$ cat src/rtl/pipe_control_unit.sv
// Control path for a 5-stage RV32I pipeline. The ID-stage opcode is decoded
// into ALU, memory, writeback and branch control, then carried through the
// ID/EX, EX/MEM and MEM/WB control registers. The block also detects
// load-use hazards, inserting a single bubble into EX, and produces the
// EX-stage operand forwarding selects from the MEM and WB stage state.
module pipe_control_unit #(
  parameter int OP_W    = 7,
  parameter int RA_W    = 5,
  parameter int ALUOP_W = 2
) (
  input  logic               clk_i,
  input  logic               rst_i,
  input  logic [OP_W-1:0]    Op_i,
  input  logic [RA_W-1:0]    rs1_i,
  input  logic [RA_W-1:0]    rs2_i,
  input  logic [RA_W-1:0]    rd_i,
  input  logic               flush_i,
  output logic               stall_o,
  output logic               Branch_o,
  output logic [ALUOP_W-1:0] ALUOp_o,
  output logic               ALUSrc_o,
  output logic [1:0]         FwdA_o,
  output logic [1:0]         FwdB_o,
  output logic               MemRead_o,
  output logic               MemWrite_o,
  output logic               RegWrite_o,
  output logic               MemtoReg_o,
  output logic [RA_W-1:0]    rd_wb_o
);

  // RV32I major opcodes recognised by the decoder
  localparam logic [OP_W-1:0] OP_RTYPE  = OP_W'(7'b0110011);
  localparam logic [OP_W-1:0] OP_ITYPE  = OP_W'(7'b0010011);
  localparam logic [OP_W-1:0] OP_LOAD   = OP_W'(7'b0000011);
  localparam logic [OP_W-1:0] OP_STORE  = OP_W'(7'b0100011);
  localparam logic [OP_W-1:0] OP_BRANCH = OP_W'(7'b1100011);

  // ALUOp encodings, zero-extended to the configured width
  localparam logic [ALUOP_W-1:0] ALU_ADD    = ALUOP_W'(2'b00);
  localparam logic [ALUOP_W-1:0] ALU_BRANCH = ALUOP_W'(2'b01);
  localparam logic [ALUOP_W-1:0] ALU_RTYPE  = ALUOP_W'(2'b10);
  localparam logic [ALUOP_W-1:0] ALU_ITYPE  = ALUOP_W'(2'b11);

  localparam logic [RA_W-1:0] REG_ZERO = RA_W'(0);

  // Forward select encodings
  localparam logic [1:0] FWD_NONE = 2'b00;
  localparam logic [1:0] FWD_WB   = 2'b01;
  localparam logic [1:0] FWD_MEM  = 2'b10;

  // Forward select for one EX source operand; MEM is younger so it wins over WB,
  // and x0 never forwards because it is hardwired to zero.
  function automatic logic [1:0] fwd_sel(
    input logic            rw_mem,
    input logic [RA_W-1:0] rd_mem,
    input logic            rw_wb,
    input logic [RA_W-1:0] rd_wb,
    input logic [RA_W-1:0] rs
  );
    logic [1:0] sel;
    if (rw_mem && (rd_mem != REG_ZERO) && (rd_mem == rs)) begin
      sel = FWD_MEM;
    end else if (rw_wb && (rd_wb != REG_ZERO) && (rd_wb == rs)) begin
      sel = FWD_WB;
    end else begin
      sel = FWD_NONE;
    end
    return sel;
  endfunction

  // ID-stage decode results
  logic [ALUOP_W-1:0] dec_aluop_s;
  logic               dec_alusrc_s;
  logic               dec_regwrite_s;
  logic               dec_memread_s;
  logic               dec_memwrite_s;
  logic               dec_memtoreg_s;
  logic               dec_branch_s;
  logic               dec_uses_rs1_s;
  logic               dec_uses_rs2_s;

  // ID/EX control register
  logic [ALUOP_W-1:0] aluop_ex_q,    aluop_ex_d;
  logic               alusrc_ex_q,   alusrc_ex_d;
  logic               regwrite_ex_q, regwrite_ex_d;
  logic               memread_ex_q,  memread_ex_d;
  logic               memwrite_ex_q, memwrite_ex_d;
  logic               memtoreg_ex_q, memtoreg_ex_d;
  logic [RA_W-1:0]    rs1_ex_q,      rs1_ex_d;
  logic [RA_W-1:0]    rs2_ex_q,      rs2_ex_d;
  logic [RA_W-1:0]    rd_ex_q,       rd_ex_d;

  // EX/MEM control register
  logic               memread_mem_q;
  logic               memwrite_mem_q;
  logic               regwrite_mem_q;
  logic               memtoreg_mem_q;
  logic [RA_W-1:0]    rd_mem_q;

  // MEM/WB control register
  logic               regwrite_wb_q;
  logic               memtoreg_wb_q;
  logic [RA_W-1:0]    rd_wb_q;

  logic               hazard_s;
  logic               stall_s;
  logic               bubble_s;

  // Decode the ID opcode; anything unrecognised decodes to an all-zero bubble
  always_comb begin
    dec_aluop_s    = ALU_ADD;
    dec_alusrc_s   = 1'b0;
    dec_regwrite_s = 1'b0;
    dec_memread_s  = 1'b0;
    dec_memwrite_s = 1'b0;
    dec_memtoreg_s = 1'b0;
    dec_branch_s   = 1'b0;
    dec_uses_rs1_s = 1'b0;
    dec_uses_rs2_s = 1'b0;
    case (Op_i)
      OP_RTYPE: begin
        dec_aluop_s    = ALU_RTYPE;
        dec_regwrite_s = 1'b1;
        dec_uses_rs1_s = 1'b1;
        dec_uses_rs2_s = 1'b1;
      end
      OP_ITYPE: begin
        dec_aluop_s    = ALU_ITYPE;
        dec_alusrc_s   = 1'b1;
        dec_regwrite_s = 1'b1;
        dec_uses_rs1_s = 1'b1;
      end
      OP_LOAD: begin
        dec_aluop_s    = ALU_ADD;
        dec_alusrc_s   = 1'b1;
        dec_regwrite_s = 1'b1;
        dec_memread_s  = 1'b1;
        dec_memtoreg_s = 1'b1;
        dec_uses_rs1_s = 1'b1;
      end
      OP_STORE: begin
        dec_aluop_s    = ALU_ADD;
        dec_alusrc_s   = 1'b1;
        dec_memwrite_s = 1'b1;
        dec_uses_rs1_s = 1'b1;
        dec_uses_rs2_s = 1'b1;
      end
      OP_BRANCH: begin
        dec_aluop_s    = ALU_BRANCH;
        dec_branch_s   = 1'b1;
        dec_uses_rs1_s = 1'b1;
        dec_uses_rs2_s = 1'b1;
      end
      default: begin
        dec_aluop_s    = ALU_ADD;
        dec_alusrc_s   = 1'b0;
        dec_regwrite_s = 1'b0;
        dec_memread_s  = 1'b0;
        dec_memwrite_s = 1'b0;
        dec_memtoreg_s = 1'b0;
        dec_branch_s   = 1'b0;
        dec_uses_rs1_s = 1'b0;
        dec_uses_rs2_s = 1'b0;
      end
    endcase
  end

  // Load-use detection: the load in EX targets a source the ID instruction reads.
  // A flush discards the ID instruction, so it suppresses the stall.
  always_comb begin
    hazard_s = memread_ex_q && (rd_ex_q != REG_ZERO) &&
               ((dec_uses_rs1_s && (rd_ex_q == rs1_i)) ||
                (dec_uses_rs2_s && (rd_ex_q == rs2_i)));
    stall_s  = hazard_s && !flush_i;
    bubble_s = stall_s || flush_i;
  end

  // ID/EX next state: either the decoded instruction or an all-zero bubble
  always_comb begin
    aluop_ex_d    = dec_aluop_s;
    alusrc_ex_d   = dec_alusrc_s;
    regwrite_ex_d = dec_regwrite_s;
    memread_ex_d  = dec_memread_s;
    memwrite_ex_d = dec_memwrite_s;
    memtoreg_ex_d = dec_memtoreg_s;
    rs1_ex_d      = rs1_i;
    rs2_ex_d      = rs2_i;
    rd_ex_d       = rd_i;
    if (bubble_s) begin
      aluop_ex_d    = ALU_ADD;
      alusrc_ex_d   = 1'b0;
      regwrite_ex_d = 1'b0;
      memread_ex_d  = 1'b0;
      memwrite_ex_d = 1'b0;
      memtoreg_ex_d = 1'b0;
      rs1_ex_d      = REG_ZERO;
      rs2_ex_d      = REG_ZERO;
      rd_ex_d       = REG_ZERO;
    end else begin
      aluop_ex_d    = dec_aluop_s;
      alusrc_ex_d   = dec_alusrc_s;
      regwrite_ex_d = dec_regwrite_s;
      memread_ex_d  = dec_memread_s;
      memwrite_ex_d = dec_memwrite_s;
      memtoreg_ex_d = dec_memtoreg_s;
      rs1_ex_d      = rs1_i;
      rs2_ex_d      = rs2_i;
      rd_ex_d       = rd_i;
    end
  end

  // ID/EX register: reset clears it without waiting for a clock edge
  always_ff @(posedge clk_i or negedge rst_i) begin
    if (!rst_i) begin
      aluop_ex_q    <= ALU_ADD;
      alusrc_ex_q   <= 1'b0;
      regwrite_ex_q <= 1'b0;
      memread_ex_q  <= 1'b0;
      memwrite_ex_q <= 1'b0;
      memtoreg_ex_q <= 1'b0;
      rs1_ex_q      <= REG_ZERO;
      rs2_ex_q      <= REG_ZERO;
      rd_ex_q       <= REG_ZERO;
    end else begin
      aluop_ex_q    <= aluop_ex_d;
      alusrc_ex_q   <= alusrc_ex_d;
      regwrite_ex_q <= regwrite_ex_d;
      memread_ex_q  <= memread_ex_d;
      memwrite_ex_q <= memwrite_ex_d;
      memtoreg_ex_q <= memtoreg_ex_d;
      rs1_ex_q      <= rs1_ex_d;
      rs2_ex_q      <= rs2_ex_d;
      rd_ex_q       <= rd_ex_d;
    end
  end

  // EX/MEM register: always advances, even while ID is stalled
  always_ff @(posedge clk_i or negedge rst_i) begin
    if (!rst_i) begin
      memread_mem_q  <= 1'b0;
      memwrite_mem_q <= 1'b0;
      regwrite_mem_q <= 1'b0;
      memtoreg_mem_q <= 1'b0;
      rd_mem_q       <= REG_ZERO;
    end else begin
      memread_mem_q  <= memread_ex_q;
      memwrite_mem_q <= memwrite_ex_q;
      regwrite_mem_q <= regwrite_ex_q;
      memtoreg_mem_q <= memtoreg_ex_q;
      rd_mem_q       <= rd_ex_q;
    end
  end

  // MEM/WB register: always advances
  always_ff @(posedge clk_i or negedge rst_i) begin
    if (!rst_i) begin
      regwrite_wb_q <= 1'b0;
      memtoreg_wb_q <= 1'b0;
      rd_wb_q       <= REG_ZERO;
    end else begin
      regwrite_wb_q <= regwrite_mem_q;
      memtoreg_wb_q <= memtoreg_mem_q;
      rd_wb_q       <= rd_mem_q;
    end
  end

  // Output mapping: stage-registered control plus combinational stall/branch/forwarding
  always_comb begin
    stall_o    = stall_s;
    Branch_o   = dec_branch_s;
    ALUOp_o    = aluop_ex_q;
    ALUSrc_o   = alusrc_ex_q;
    FwdA_o     = fwd_sel(regwrite_mem_q, rd_mem_q, regwrite_wb_q, rd_wb_q, rs1_ex_q);
    FwdB_o     = fwd_sel(regwrite_mem_q, rd_mem_q, regwrite_wb_q, rd_wb_q, rs2_ex_q);
    MemRead_o  = memread_mem_q;
    MemWrite_o = memwrite_mem_q;
    RegWrite_o = regwrite_wb_q;
    MemtoReg_o = memtoreg_wb_q;
    rd_wb_o    = rd_wb_q;
  end

endmodule

$ cat config.mk
export PLATFORM = sky130hd
export DESIGN_NAME = pipe_control_unit
export DESIGN_NICKNAME = d
export VERILOG_FILES = /design/src/rtl/pipe_control_unit.sv
export SDC_FILE = /design/constraint.sdc
export NUM_CORES = 1
export LEC_CHECK = 0
export CAP_MARGIN = 20
export CORE_MARGIN = 3
export CORE_UTILIZATION = 30
export DETAILED_ROUTE_END_ITERATION = 6
export GPL_TIMING_DRIVEN = 0
export PLACE_DENSITY = 0.56
export RECOVER_POWER = 50
export REMOVE_ABC_BUFFERS = 1
export SLEW_MARGIN = 5
export SYNTH_ARGS = -nofsm -noshare
export SYNTH_HDL_FRONTEND = slang
export SYNTH_SLANG_ARGS = --single-unit
export TNS_END_PERCENT = 50
$ cat constraint.sdc
create_clock -name clk_i -period 1.6 [get_ports clk_i]
set_input_delay 0.16 -clock clk_i [delete_from_list [all_inputs] [get_ports clk_i]]
set_output_delay 0.16 -clock clk_i [all_outputs]
set_load 0.01 [all_outputs]
==> run metrics <==
outcome complete, but fails checks; failing checks setup timing; f_max 0.471 GHz; WL final 4310 um; DR vias/cell 4.74; die height 80.8 um; multi-input logic area 943 um2; # rows 26; Worst Hold Class reg -> reg; WHS Path Cells 0; relative slew slack 48.6%; post-synthesis sequential area ratio 53.6%; share of flip-flops with an asynchronous set or reset 100%; die width 80.8 um; Sw Ratio 24.5%; GRT busiest layer met2; HPWL after DPL 2600 um; GRT met1 Usage 17.0%; Reg2Reg Depth 6; Synth top area share 53.6%; Finished Cell Area 2610 um2; flops & latches, synth 36; Total Nets Final 232; sequential power share 49.4%; IO Port Bufs 42; R2R Path Start rd_ex_q[3]; HP Start regwrite_ex_q; Core Area 5270 um2; First-pass DRT Iterations 4; final hold violation count 0; most used cell, CP or4_1; main combinational cell family by area after synthesis simple AND/OR/NAND/NOR gates; clk root buf clkbuf_8; DRC Markers 0; Final GP Congestion 0.811; share of cells above drive strength 1 30.9%; FF/Latch Area 903 um2; vias in the first global route 1408; critical path's top delay family simple AND/OR/NAND/NOR gates; Synth area leaders dfrtp_1 (54%), xor2_1 (8.9%), xnor2_1 (6.8%); LEAKAGE 1.13 nW; clock sinks 36; Reg clk slew, reported paths 0.06 ns; slowest CP cell or4_1; Worst VDD drop 0.398 mV; Antenna Nets Post-Route 0; cell taking the most area after synthesis dfrtp_1; P per Cell Area 764 nW/um2; worst path bufs/invs 1; Primary FF master, synth dfrtp_1; Psw 0.488 mW; Tcrit/Tclk final 133%; Synth Area in Compound Gates 11.2%; post-synthesis mux area share 0%; I/O pin count 43; combinational share of power 16.6%; Worst Path Max Fanout 4; worst hold slack 0.349 ns; post-layout min period 2.12 ns; first-pass GRT wire length 6880 um; Clock Power Share 34.0%; met3 Usage GRT 4.43%; clock latency on the worst-skew pair 0.29 ns; critical path class reg -> out; Internal 1.50 mW; measured slew at the worst slew-check pin 0.771 ns; Simple-Gate Fraction of Synth Area 15.9%; Placed Area 2130 um2; CTS tree built; routed len/inst 15.6 um; die area 6540 um2; synthesized area 1680 um2; largest net degree at the start of global routing 37; antenna violations before repair 0; max_cap viols 0; critical path data arrival time 1.96 ns; Area Overhead vs Synth 55.2%; Inserted Clock Buffers 5; Final WS setup -0.523 ns; Critical Path Max Stage Delay 0.57 ns; Adder-Cell Fraction of Synth Area 0%; CP startpoint kind flop; Mapped Avg Cell Area 11.8 um2; r2r setup slk -0.26 ns; Starting Density 31.9%; Hold EP regwrite_mem_q; Crit. End Element output pin; total chip power 1.99 mW; Detailed Route Iter0 Violations 48; endpoints failing setup 26; clk_skew 0.00534 ns; Critical R2R Capture memtoreg_ex_q; RSZ-0062 raised after global routing yes; total gr overflow 0; EDFF count, synth 0; utilization after layout 49.5%; DR vias 1313; fin. max-slew vios 0; xor/xnor cell area share of the yosys netlist 15.6%; fill cell count 481; met2 Use GR 24.1%; Synth Warn # 0; antenna cells 0; synth unique cells 28; H-Tree Depth 2; Synth Instances 143; crit-path cells or4_1, o21ai_2, or4_1, nor4_2, buf_2; Global Route Usage Sum 14.1%; CP required 1.44 ns; clk buf depth 2
[cells in the final DEF, fill, tap and decap left out, types with 2 or more instances in the layout]
cell type,instances
a21oi_2,7
nor4_2,2
buf_4,11
a2111oi_4,3
inv_1,2
or4_4,2
or4_1,3
dlygate4sd2_1,2
xnor2_2,4
nand2_1,3
dfrtp_2,2
clkdlybuf4s50_1,33
o22ai_4,2
xnor2_1,9
a21oi_1,11
buf_6,5
nand2b_1,16
clkbuf_8,7
buf_2,6
nand3_2,2
nand3_1,3
buf_8,2
nor2_1,2
dfrtp_1,34
nor4_4,2
xor2_1,17
[flip-flops by register name, summed over array words and instances (netlist names)]
signal and cells:
rs2_ex_q 5, regwrite_mem_q 1, ALUSrc_o 1, memwrite_ex_q 1, rd_wb_o 5, rd_ex_q 5
rs1_ex_q 5, memtoreg_ex_q 1, rd_mem_q 5, memtoreg_mem_q 1, RegWrite_o 1, ALUOp_o 2
MemtoReg_o 1, regwrite_ex_q 1, MemWrite_o 1
[through the flow]
step,worst slack (ns),std cells,setup TNS [ns]
detailed placement,-1.34,249,-18.49
global placement,-1.36,249,-32.79
CTS,-0.509,273,-4.93
floorplan,-0.297,137,-3.12
finish,-0.523,277,-5.08
global route,-0.625,277,-6.33
[cells in the mapped netlist (2+ instances only)]
library cell	count
xnor2_1	13
inv_1	2
or4_1	5
buf_6	3
nor2_1	2
nand3_1	5
nand2b_1	16
o21ai_0	2
xor2_1	17
a21oi_1	18
clkbuf_1	2
nand2_1	3
nor4_1	4
a2111oi_1	2
dfrtp_1	36
[repair_timing]
action	4_1_cts	5_1_grt
hold buffers	1	0
hold endpoints to repair	36	0
setup buffers	14	5
endpoints found under the setup margin	27	27
gates resized for setup	59	15
cloned	2	0
pin swaps	21	16
[power by group through the flow]
stage          clock network (mW)  registers (mW)  logic, mW
2_1_floorplan                   0           0.996      0.105
3_3_place_gp                    0            1.00      0.233
3_5_place_dp                    0            1.00      0.233
4_1_cts                     0.707           0.980      0.299
5_1_grt                     0.744           0.987      0.359
6_report                    0.678           0.983      0.331
[routing by layer]
| metal | wire length (um) | vias to the layer above |
|---|---|---|
| met5 | 0 | - |
| met4 | 53 | 0 |
| met3 | 234 | 6 |
| met2 | 2240 | 42 |
| met1 | 1790 | 631 |
| li1 | - | 634 |
[worst max path at each step]
| stage | slack [ns] | cells past startpoint | to | start |
|---|---|---|---|---|
| 2_1_floorplan | -0.30 | 4 | stall_o | rd_ex_q[3] |
| 3_3_place_gp | -1.36 | 6 | stall_o | Op_i[4] |
| 3_5_place_dp | -1.34 | 6 | stall_o | Op_i[5] |
| 4_1_cts | -0.51 | 5 | FwdB_o[0] | rd_wb_o[4] |
| 5_1_grt | -0.63 | 5 | FwdA_o[0] | rd_wb_o[4] |
| 6_report | -0.52 | 5 | FwdA_o[0] | rd_wb_o[4] |
[logic make-up (layout without fill, tap and decap cells)]
kind of cell / Yosys count / count (layout)
AO/OA/AOI/OAI: 27 / 29
XOR/XNOR: 30 / 30
buffers and inverters: 8 / 70
flip-flops: 36 / 36
AND/OR/NAND/NOR: 42 / 42
[area by class of cell]
type / instances / area share, %
Tap cell: 70 / 3.36
Timing Repair Buffer: 61 / 21.8
Clock buffer: 7 / 3.69
Multi-Input combinational cell: 101 / 36.2
Inverter: 2 / 0.288
Sequential cell: 36 / 34.6
Power figures use the tool's default switching activity.
